[config.mk]
export PLATFORM = sky130hd
export DESIGN_NAME = audio_out_mixer_flat
export DESIGN_NICKNAME = d
export VERILOG_FILES = /design/src/rtl/audio_out_mixer_pkg.sv /design/src/rtl/audio_out_mixer_if.sv /design/src/rtl/audio_out_mixer_pwm_gate.sv /design/src/rtl/audio_out_mixer.sv /design/src/flat_wrapper.sv
export SDC_FILE = /design/constraint.sdc
export NUM_CORES = 1
export LEC_CHECK = 0
export CAP_MARGIN = 20
export CORE_AREA = 3 3 60 62
export CTS_CLUSTER_DIAMETER = 200
export CTS_CLUSTER_SIZE = 30
export DETAILED_ROUTE_END_ITERATION = 16
export DIE_AREA = 0 0 63 65
export MAX_ROUTING_LAYER = met4
export PLACE_DENSITY = 0.75
export RECOVER_POWER = 25
export SKIP_LAST_GASP = 1
export SYNTH_ARGS = -nofsm -noshare
export SYNTH_HDL_FRONTEND = slang
export SYNTH_SLANG_ARGS = --single-unit
[constraint.sdc]
create_clock -name clk -period 2.1 [get_ports clk]
set_input_delay 0.315 -clock clk [delete_from_list [all_inputs] [get_ports clk]]
set_output_delay 0.315 -clock clk [all_outputs]
set_load 0.005 [all_outputs]
[src/rtl/audio_out_mixer_pkg.sv]
// Shared types and constants for the speaker output mixer.
`timescale 1ns/1ps
package audio_pkg;

    localparam int unsigned CLK_HZ = 25_175_000;

    // Source indices in priority order (0 = highest)
    localparam int unsigned SRC_DEATH = 0;
    localparam int unsigned SRC_WIN   = 1;
    localparam int unsigned SRC_JUMP  = 2;
    localparam int unsigned SRC_MUSIC = 3;

    typedef enum logic [1:0] {
        IDLE = 2'd0,
        PLAY = 2'd1,
        GAP  = 2'd2
    } mix_state_t;

endpackage

[src/rtl/audio_out_mixer_if.sv]
// Tone sources, volume/mute controls and speaker-side status of the mixer.
`timescale 1ns/1ps
interface audio_out_mixer_if #(
    parameter int unsigned NUM_SRC  = 4,
    parameter int unsigned PWM_BITS = 4
);
    localparam int unsigned SRC_W = (NUM_SRC > 1) ? $clog2(NUM_SRC) : 1;

    logic [NUM_SRC-1:0]  src_tone;
    logic [NUM_SRC-1:0]  src_active;
    logic [PWM_BITS-1:0] volume;
    logic                mute;
    logic                speaker_out;
    logic [SRC_W-1:0]    active_src;
    logic                busy;

    modport master (
        output src_tone, src_active, volume, mute,
        input  speaker_out, active_src, busy
    );

    modport slave (
        input  src_tone, src_active, volume, mute,
        output speaker_out, active_src, busy
    );
endinterface

[src/rtl/audio_out_mixer_pwm_gate.sv]
// Free-running PWM counter and volume compare producing the output gate.
`timescale 1ns/1ps
module pwm_gate #(
    parameter int unsigned PWM_BITS = 4
) (
    input  logic                clk,
    input  logic                reset_n,
    input  logic [PWM_BITS-1:0] volume,
    output logic                gate
);
    logic [PWM_BITS-1:0] pwm_cnt_q;
    logic [PWM_BITS-1:0] pwm_cnt_d;

    always_ff @(posedge clk or negedge reset_n) begin
        if (!reset_n) pwm_cnt_q <= '0;
        else          pwm_cnt_q <= pwm_cnt_d;
    end

    // Full-scale volume bypasses the compare so the tone is never chopped
    always_comb begin
        pwm_cnt_d = pwm_cnt_q + PWM_BITS'(1);
        gate      = (&volume) | (pwm_cnt_q < volume);
    end
endmodule

[src/rtl/audio_out_mixer.sv]
// Priority-selects one tone source, switches glitch-free through a silent gap,
// and drives the speaker pin with PWM volume gating and mute.
`timescale 1ns/1ps
module audio_out_mixer
    import audio_pkg::*;
#(
    parameter int unsigned NUM_SRC    = 4,
    parameter int unsigned PWM_BITS   = 4,
    parameter int unsigned GAP_CYCLES = 25_175
) (
    input  logic             clk,
    input  logic             reset_n,
    audio_out_mixer_if.slave bus
);
    localparam int unsigned SRC_W = (NUM_SRC > 1) ? $clog2(NUM_SRC) : 1;
    localparam int unsigned GAP_W = (GAP_CYCLES > 1) ? $clog2(GAP_CYCLES) : 1;

    mix_state_t         state_q, state_d;
    logic [SRC_W-1:0]   cur_q, cur_d;
    logic [SRC_W-1:0]   active_src_q, active_src_d;
    logic [GAP_W-1:0]   gap_cnt_q, gap_cnt_d;
    logic [NUM_SRC-1:0] tone_r_q, active_r_q;
    logic               speaker_q, speaker_d;
    logic               busy_q, busy_d;
    logic               gate;
    logic               win_valid;
    logic [SRC_W-1:0]   win;

    pwm_gate #(.PWM_BITS(PWM_BITS)) u_pwm_gate (
        .clk     (clk),
        .reset_n (reset_n),
        .volume  (bus.volume),
        .gate    (gate)
    );

    always_ff @(posedge clk or negedge reset_n) begin
        if (!reset_n) begin
            state_q      <= IDLE;
            cur_q        <= '0;
            active_src_q <= '0;
            gap_cnt_q    <= '0;
            tone_r_q     <= '0;
            active_r_q   <= '0;
            speaker_q    <= 1'b0;
            busy_q       <= 1'b0;
        end else begin
            state_q      <= state_d;
            cur_q        <= cur_d;
            active_src_q <= active_src_d;
            gap_cnt_q    <= gap_cnt_d;
            tone_r_q     <= bus.src_tone;
            active_r_q   <= bus.src_active;
            speaker_q    <= speaker_d;
            busy_q       <= busy_d;
        end
    end

    // Lowest active index wins
    always_comb begin
        win_valid = |active_r_q;
        win       = '0;
        for (int i = int'(NUM_SRC) - 1; i >= 0; i--) begin
            if (active_r_q[i]) win = SRC_W'(i);
        end
    end

    always_comb begin
        state_d      = state_q;
        cur_d        = cur_q;
        active_src_d = active_src_q;
        gap_cnt_d    = '0;
        speaker_d    = (state_q == PLAY) & tone_r_q[cur_q] & gate;
        busy_d       = (state_q != IDLE);

        unique case (state_q)
            IDLE: begin
                if (!bus.mute && win_valid) begin
                    state_d      = PLAY;
                    cur_d        = win;
                    active_src_d = win;
                end
            end
            PLAY: begin
                if (bus.mute) begin
                    state_d = IDLE;
                end else if (!active_r_q[cur_q]) begin
                    state_d = win_valid ? GAP : IDLE;
                // Preempt only on a low level so the current tone never gets a runt pulse
                end else if (win_valid && (win < cur_q) && !tone_r_q[cur_q]) begin
                    state_d = GAP;
                end
            end
            GAP: begin
                if (bus.mute) begin
                    state_d = IDLE;
                end else if (gap_cnt_q == GAP_W'(GAP_CYCLES - 1)) begin
                    if (win_valid) begin
                        state_d      = PLAY;
                        cur_d        = win;
                        active_src_d = win;
                    end else begin
                        state_d = IDLE;
                    end
                end else begin
                    gap_cnt_d = gap_cnt_q + GAP_W'(1);
                end
            end
            default: state_d = IDLE;
        endcase
    end

    assign bus.speaker_out = speaker_q;
    assign bus.active_src  = active_src_q;
    assign bus.busy        = busy_q;
endmodule
[src/flat_wrapper.sv]
// flat-port wrapper written by rule: the top's interface ports become plain ports
module audio_out_mixer_flat import audio_pkg::*;
#(
    parameter int unsigned NUM_SRC    = 4,
    parameter int unsigned PWM_BITS   = 4,
    parameter int unsigned GAP_CYCLES = 25_175
)
  (clk, reset_n, bus_src_tone, bus_src_active, bus_volume, bus_mute, bus_speaker_out, bus_active_src, bus_busy);
  audio_out_mixer_if #(.NUM_SRC(NUM_SRC), .PWM_BITS(PWM_BITS)) bus_i ();
  input  logic clk;
  input  logic reset_n;
  input wire logic [$bits(bus_i.src_tone)-1:0] bus_src_tone;
  input wire logic [$bits(bus_i.src_active)-1:0] bus_src_active;
  input wire logic [$bits(bus_i.volume)-1:0] bus_volume;
  input wire logic [$bits(bus_i.mute)-1:0] bus_mute;
  output wire logic [$bits(bus_i.speaker_out)-1:0] bus_speaker_out;
  output wire logic [$bits(bus_i.active_src)-1:0] bus_active_src;
  output wire logic [$bits(bus_i.busy)-1:0] bus_busy;
  assign bus_i.src_tone = bus_src_tone;
  assign bus_i.src_active = bus_src_active;
  assign bus_i.volume = bus_volume;
  assign bus_i.mute = bus_mute;
  assign bus_speaker_out = bus_i.speaker_out;
  assign bus_active_src = bus_i.active_src;
  assign bus_busy = bus_i.busy;
  audio_out_mixer #(.NUM_SRC(NUM_SRC), .PWM_BITS(PWM_BITS), .GAP_CYCLES(GAP_CYCLES)) u_core (.clk(clk), .reset_n(reset_n), .bus(bus_i));
endmodule
# Word level (Yosys, flattened, before mapping)
# Index checks and enable logic that the tools add are counted.
[totals]
out_inout_bits = 4
regBits = 33
[classes]
addsub = 2
magnitude_cmp = 3
n_eq_ne = 9
reduce_logical = 12
n_mux = 25
bitwise_logic = 3
[op_table]
columns = ["cell", "count"]
rows = [
  ["15-bit two-way mux", 3],
  ["2-bit two-way mux", 15],
  ["15-bit by 1-bit adder with 15-bit output (second input constant)", 1],
  ["15-bit == test (second input constant)", 1],
  ["2-bit by 1-bit != test with 1-bit output (second input constant)", 3],
  ["2-bit case mux with 3 select lines", 1],
  ["5-bit AND reduction", 1],
  ["4-bit by 1-bit adder with 4-bit output (second input constant)", 1],
  ["1-bit binary-select mux with 2-bit select", 2],
  ["4-bit less-than comparator", 1],
  ["4-bit != test (second input constant)", 1],
  ["2-bit case mux with 2 select lines", 1],
  ["4-bit AND reduction", 1],
  ["2-bit nonzero test", 2],
  ["4-bit OR reduction", 1],
  ["1-bit logical AND", 3],
  ["2-bit by 3-bit less-than comparator with 1-bit output (second input constant)", 1],
  ["1-bit two-way mux", 3],
  ["3-bit by 2-bit != test with 1-bit output (second input constant)", 1],
  ["3-bit AND reduction", 1],
  ["1-bit bitwise AND", 2],
  ["2-bit by 1-bit == test with 1-bit output (second input constant)", 1],
  ["2-bit == test (second input constant)", 1],
  ["1-bit zero test", 2],
  ["other kinds (4)", 4],
]

# Longest topological paths before layout
# Gate-level depths: netlist (run 1).
[depth]
depth_word = 11
depth_mapped = 8

# By module
# A second synthesis (run 1) with hierarchy kept.
[hier_totals]
cells_unflattened = 139
hier_area_um2 = 1554.0
[by_module_without_submodules]
columns = ["module", "instances", "area_per_inst_um2", "cells_each", "seq_area_each_um2"]
rows = [
  ["audio_out_mixer", 1, 1327.5, 118, 725.7],
  ["pwm_gate", 1, 226.5, 21, 100.1],
]

# Worst setup path before layout (run 1)
# Ideal clock, no wire load.
[synth_timing]
path_type = "reg2reg"
from = "register u_core.gap_cnt_q[7]"
to = "register u_core.cur_q[1]"
arrival_time_ps = 1694
synth_period_minus_slack_ps = 1819
slack_ps = 281
n_path_buf = 0
stages_incl_launch_ff = 5
cell_sequence = "dfrtp_1 or4_1 o41ai_2 nand2_1 mux2_4"
[synth_via]
elab_chain_cells = 3
[synth_rtl]
columns = ["item", "line_no", "text"]
rows = [
  ["from (decl)", "audio_out_mixer.sv:21", "logic [GAP_W-1:0] gap_cnt_q, gap_cnt_d;"],
  ["from (signal assigned)", "audio_out_mixer.sv:50", "gap_cnt_q <= gap_cnt_d;"],
  ["15-bit == test", "audio_out_mixer.sv:96", "end else if (gap_cnt_q == GAP_W'(GAP_CYCLES - 1)) begin"],
  ["2-bit by 1-bit != test with 1-bit output (no source line)", "n/a", ""],
  ["5-bit AND reduction (no source line)", "n/a", ""],
  ["to (signal assigned)", "audio_out_mixer.sv:48", "cur_q <= cur_d;"],
  ["to (decl)", "audio_out_mixer.sv:19", "logic [SRC_W-1:0] cur_q, cur_d;"],
]
# No other way between the ends.
# A chain may end at the register's enable or synchronous reset.

# Final worst setup path (run 1)
[layout_timing]
from = "register u_core.gap_cnt_q[11]"
to = "register u_core.cur_q[1]"
# Same word-level chain as after synthesis.

==> results.py, run 1 <==
metrics = {
    "floorplan": {
        "rows": 20,
        "die-area_mm2": 0.00410,
        "io_pins": 19,
        "die_h_um": 65,
        "start_util": 0.505,
        "die_x_um": 63,
        "core-area_mm2": 0.00308,
    },
    "sta": {
        "whs_ns": 0.479,
        "fin_ws_ns": 0.161,
        "final.min_clock_period_ns": 1.94,
        "setup_tns_ns": 0,
        "post-route-period-util": 0.923,
        "slew_violations": 0,
        "tightest_slew_ns": 0.812,
        "rsz0062_at_grt": "false",
        "final_hold_viol_count": 0,
        "slew_headroom": 0.459,
        "setup_violations": 0,
        "max_freq_mhz": 516,
        "clock_skew_ns": 0.00804,
    },
    "pwr": {
        "p_switching_mw": 0.348,
        "combinationalPowerShare": 0.175,
        "p_int_mw": 1.13,
        "switching_share": 0.235,
        "leakagePower_nw": 0.838,
        "power.density_mw_per_mm2": 789,
        "pwr-share-seq": 0.495,
        "peakVddDrop_mv": 0.439,
        "clock_power_share": 0.330,
    },
    "global_routing": {
        "met3_usage": 0.0416,
        "grt_pass1_vias": 1080,
        "grt_pass1_wl_mm": 4.96,
        "grt_max_degree": 34,
        "grt_usage": 0.165,
        "antenna_found_initial": 0,
        "use_met1": 0.200,
        "gr-total-overflow": 0,
        "grt-busiest-layer": "met2",
        "grtUsageMet2": 0.250,
    },
    "placement": {
        "gp_congestion": 0.831,
        "dp_hpwl_mm": 2.00,
        "place_area_mm2": 0.00180,
        "port_buffers": 18,
        "pre_cts_ws_ns": 0.158,
    },
    "drt": {
        "num_vias": 1068,
        "avgRoutedWirePerCell_um": 13.3,
        "drc_errors": 0,
        "viasPerCell": 5.24,
        "drtAntennaViolNets": 0,
        "drt-total-wl_mm": 2.72,
        "firstDrtPassIters": 4,
        "drtIter0Drc": 34,
    },
    "critical_path": {
        "cp_data_arrival_time_ns": 2.18,
        "critPathTopFamily": "simple AND/OR/NAND/NOR gates",
        "path_class": "reg -> reg",
        "slowest_stage": "or4_1",
        "required_ns": 2.34,
        "critical_path.cell_chain": "or4_1 -> o41ai_2 -> nand2_1 -> mux2_4",
        "max_stage_delay_ns": 0.56,
        "path_buf_inv": 0,
        "crit_fanout": 3,
        "end_kind": "flip-flop",
        "start_kind": "flip-flop",
    },
    "yosys": {
        "ys.warnings.count": 0,
        "ys_seq_area_frac": 0.531,
        "syn_inst": 135,
        "synth-seq-cells": 33,
        "yosysTopAreaCellShare": 0.531,
        "synth.avg_cell_area_um2": 11.5,
        "synth_cell_type_count": 42,
        "synth_top_cells_by_area": "dfrtp_1, xor2_1, ha_1",
        "synthesis.area_mm2": 0.00155,
        "synth_nets": 157,
        "synth_top_area_cell": "dfrtp_1",
    },
    "layout": {
        "drive_gt1_frac": 0.113,
        "area_growth_pct": 20.9,
        "final_area_mm2": 0.00188,
        "antenna_cells": 0,
        "nFillCells": 267,
        "finalNetCount": 181,
    },
    "flow_run": {
        "max-cap-violations": 0,
    },
    "clock_tree": {
        "htreeDepth": 2,
        "cts_resized": 0,
        "post_cts_buffers": 0,
        "clk_pin_slew_ns": 0.10,
        "cts_hold_buf": 0,
        "cts_buffer_depth": 2,
        "clockRootBuffer": "clkbuf_4",
        "clk_latency_ns": 0.34,
        "clock_sinks": 33,
        "numCtsBuffers": 5,
        "cts_tree": "built",
    },
    "worst_hold_path": {
        "hp-class": "reg -> reg",
    },
    "outcome": {
        "outcome": "finished clean",
    },
}
==> worst paths after layout <==
check	from	to	slack, ns	cells past startpoint
worst max-delay path	u_core.gap_cnt_q[11]	u_core.cur_q[1]	0.16	4
worst min-delay path	u_core.u_pwm_gate.pwm_cnt_q[0]	u_core.u_pwm_gate.pwm_cnt_q[0]	0.48	1
worst max register to register	u_core.gap_cnt_q[11]	u_core.cur_q[1]	0.16	4
worst min register to register	u_core.u_pwm_gate.pwm_cnt_q[0]	u_core.u_pwm_gate.pwm_cnt_q[0]	0.48	1
max in group asynchronous	reset_n	u_core.tone_r_q[1]	1.01	2
min in group asynchronous	reset_n	u_core.gap_cnt_q[3]	0.58	2
==> synthesized netlist by cell type (all sizes together) <==
cell type and number:
or4 1, nand3b 1, nor3 2, mux2i 1, inv 7, xor2 11, dfrtp 33, o41ai 1
or4b 1, a211o 1, xnor2 2, nand3 7, ha 7, and4 3, nor2b 1, buf 3
nor4 1, or2 1, mux4 2, mux2 1, nand2 6, and3 1, nor4bb 1, nand2b 1
o21ai 3, a41oi 1, o311a 1, clkbuf 1, or4bb 1, nand4b 1, o41a 1, nor2 15
o21a 1, a21oi 3, a21o 1, nand4 4, or3 3, o21bai 1, and2 2
==> metrics by stage <==
stage | utilization | std cells | total power, mW
after CTS | 0.611 | 204 | 1.51
after global placement | 0.584 | 196 | 1.01
after detailed placement | 0.584 | 196 | 1.01
after floorplan | - | 135 | 0.881
final | 0.611 | 204 | 1.48
after global routing | 0.611 | 204 | 1.58
==> cell families (layout without fill, tap and decap cells) <==
family,Yosys count,after routing,share of synthesized area
compound gates,14,14,0.0692
xor+xnor,13,13,0.0733
fa+ha+maj,7,7,0.0564
buf+inv,11,36,0.0346
flops,33,33,0.531
mux,4,4,0.0451
simple gates,53,53,0.190
==> placed cells by master, fill, tap and decap left out, types with 2 or more instances in the layout <==
master / n
and2_1: 2
nand4_1: 4
nor3_1: 2
a21oi_1: 3
clkdlybuf4s50_1: 9
nand2_1: 6
dfrtp_1: 33
xnor2_1: 2
and4_1: 2
nand3_1: 7
o21ai_0: 3
dlygate4sd3_1: 9
nor2_1: 15
clkbuf_4: 5
or3_1: 3
inv_1: 7
mux4_2: 2
xor2_1: 11
ha_1: 7
==> state kept, by name, indices dropped and copies added, names as in the netlist <==
signal                       flops
u_core.state_q                   2
u_core.gap_cnt_q                15
u_core.active_r_q                4
u_core.bus.speaker_out           1
u_core.tone_r_q                  4
u_core.u_pwm_gate.pwm_cnt_q      4
u_core.bus.busy                  1
u_core.cur_q                     2
==> layer usage <==
layer	share of wire	routed length, µm
met1	0.45	1220
met2	0.49	1320
met3	0.038	104
met4	0.026	72
met5	0	0
==> cell type report <==
cell class	count	area, µm²	share of cell area
flip-flops and latches	33	826	0.439
multi-input cells	91	674	0.359
repair buffers	21	213	0.113
clock buffers	7	55.1	0.0293
well taps	44	55.1	0.0293
clock inverters	1	30.0	0.0160
inverters	7	26.3	0.0140
==> power by group through the flow <==
| stage | clock network (mW) | registers, mW | logic (mW) |
|---|---|---|---|
| after floorplan | 0 | 0.740 | 0.141 |
| after global placement | 0 | 0.745 | 0.260 |
| final | 0.489 | 0.734 | 0.260 |
| after detailed placement | 0 | 0.747 | 0.267 |
| after global routing | 0.540 | 0.747 | 0.288 |
| after CTS | 0.505 | 0.734 | 0.268 |
Note: power is estimated with default switching activity, not from simulation.
==> inputs of run 2 (changes only) <==
--- a/config.mk
+++ b/config.mk
@@ -13,7 +13,6 @@
 export DIE_AREA = 0 0 63 65
 export MAX_ROUTING_LAYER = met4
 export PLACE_DENSITY = 0.75
-export RECOVER_POWER = 25
 export SKIP_LAST_GASP = 1
 export SYNTH_ARGS = -nofsm -noshare
 export SYNTH_HDL_FRONTEND = slang
==> results.py, run 2 (synthesized netlist as in run 1, its figures left out) <==
metrics = {
    "placement": {
        "pre_cts_ws_ns": 0.158,
        "gp_congestion": 0.831,
        "dp_hpwl_mm": 2.00,
        "place_area_mm2": 0.00180,
        "port_buffers": 18,
    },
    "layout": {
        "final_area_mm2": 0.00188,
        "largest_reg_flops": 15,
        "drive_gt1_frac": 0.113,
        "layout_common_cells": "dfrtp_1, clkdlybuf4s50_1, nor2_1",
        "regMostFlops": "u_core.gap_cnt_q",
        "final_core_util": 0.611,
        "antenna_cells": 0,
        "finalNetCount": 181,
        "final_common_cell": "dfrtp_1",
        "area_growth_pct": 21.1,
    },
    "critical_path": {
        "path_class": "reg -> reg",
        "path_buf_inv": 0,
        "max_stage_delay_ns": 0.56,
        "cp_data_arrival_time_ns": 2.17,
        "critPathTopFamily": "simple AND/OR/NAND/NOR gates",
        "end_kind": "flip-flop",
        "required_ns": 2.33,
        "critical_path.cell_chain": "or4_1 -> o41ai_2 -> nand2_1 -> mux2_4",
        "crit_fanout": 3,
        "slowest_stage": "or4_1",
        "start_kind": "flip-flop",
    },
    "sta": {
        "slew_violations": 0,
        "setup_violations": 0,
        "fin_ws_ns": 0.161,
        "post-route-period-util": 0.923,
        "tightest_slew_ns": 0.498,
        "slew_headroom": 0.665,
        "setup_tns_ns": 0,
        "final_hold_viol_count": 0,
        "rsz0062_at_grt": "false",
        "clock_skew_ns": 0.00800,
        "final.min_clock_period_ns": 1.94,
        "max_freq_mhz": 516,
    },
    "drt": {
        "drt-total-wl_mm": 2.72,
        "drtAntennaViolNets": 0,
        "firstDrtPassIters": 5,
        "viasPerCell": 5.24,
        "avgRoutedWirePerCell_um": 13.3,
        "num_vias": 1068,
        "drc_errors": 0,
        "drtIter0Drc": 34,
    },
    "clock_tree": {
        "numCtsBuffers": 5,
        "cts_resized": 0,
        "clock_sinks": 33,
        "clockRootBuffer": "clkbuf_4",
        "cts_tree": "built",
        "htreeDepth": 2,
        "clk_latency_ns": 0.34,
        "clk_pin_slew_ns": 0.10,
        "post_cts_buffers": 0,
        "cts_hold_buf": 0,
        "cts_buffer_depth": 2,
    },
    "global_routing": {
        "gr-total-overflow": 0,
        "antenna_found_initial": 0,
        "grt_pass1_wl_mm": 4.96,
        "grt_max_degree": 34,
        "grt_pass1_vias": 1080,
        "grt_usage": 0.165,
    },
    "pwr": {
        "leakagePower_nw": 0.837,
        "power.density_mw_per_mm2": 789,
        "peakVddDrop_mv": 0.439,
        "totalPowerFinal_mw": 1.49,
    },
    "floorplan": {
        "io_pins": 19,
        "rows": 20,
        "die_x_um": 63,
        "die-area_mm2": 0.00410,
        "start_util": 0.505,
        "die_h_um": 65,
        "core-area_mm2": 0.00308,
    },
    "flow_run": {
        "max-cap-violations": 0,
    },
    "outcome": {
        "outcome": "finished clean",
    },
    "worst_hold_path": {
        "hp-class": "in -> async",
    },
}
## run 2: report_power, final
part | leakage, nW | switching [mW] | internal, mW | total [mW]
clock network | 0.0455 | 0.203 | 0.284 | 0.487
registers | 0.431 | 0.0499 | 0.684 | 0.734
logic | 0.360 | 0.0935 | 0.170 | 0.264
## run 2: cell type report
type	count	area (µm²)
Clock inverter	1	30.0
Tap cell	44	55.1
Clock buffer	7	55.1
Sequential cell	33	826
Inverter	7	26.3
Timing Repair Buffer	21	215
Fill cell	267	1200
Multi-Input combinational cell	91	674
## run 2: per-layer routing
| metal | track usage | share of wire | routed length (µm) |
|---|---|---|---|
| met1 | 0.200 | 0.45 | 1220 |
| met5 | - | 0 | 0 |
| met2 | 0.250 | 0.49 | 1320 |
| met3 | 0.0416 | 0.036 | 97 |
| met4 | 0.0992 | 0.028 | 77 |
## run 2: final timing paths
check | startpoint | endpoint | slack (ns) | cells after the start
setup / recovery | u_core.gap_cnt_q[11] | u_core.cur_q[1] | 0.16 | 4
hold / removal | reset_n | u_core.gap_cnt_q[3] | 0.37 | 2
setup reg to reg | u_core.gap_cnt_q[11] | u_core.cur_q[1] | 0.16 | 4
hold reg to reg | u_core.u_pwm_gate.pwm_cnt_q[0] | u_core.u_pwm_gate.pwm_cnt_q[0] | 0.48 | 1
max in group asynchronous | reset_n | u_core.tone_r_q[1] | 1.43 | 2
min in group clk | bus_src_active[0] | u_core.active_r_q[0] | 0.41 | 1
## run 2: metrics by stage
step                instances  hold WS (ns)
floorplan                 135        0.0194
global placement          196         0.457
detailed placement        196         0.468
CTS                       204         0.367
global route              204         0.382
finish                    204         0.368
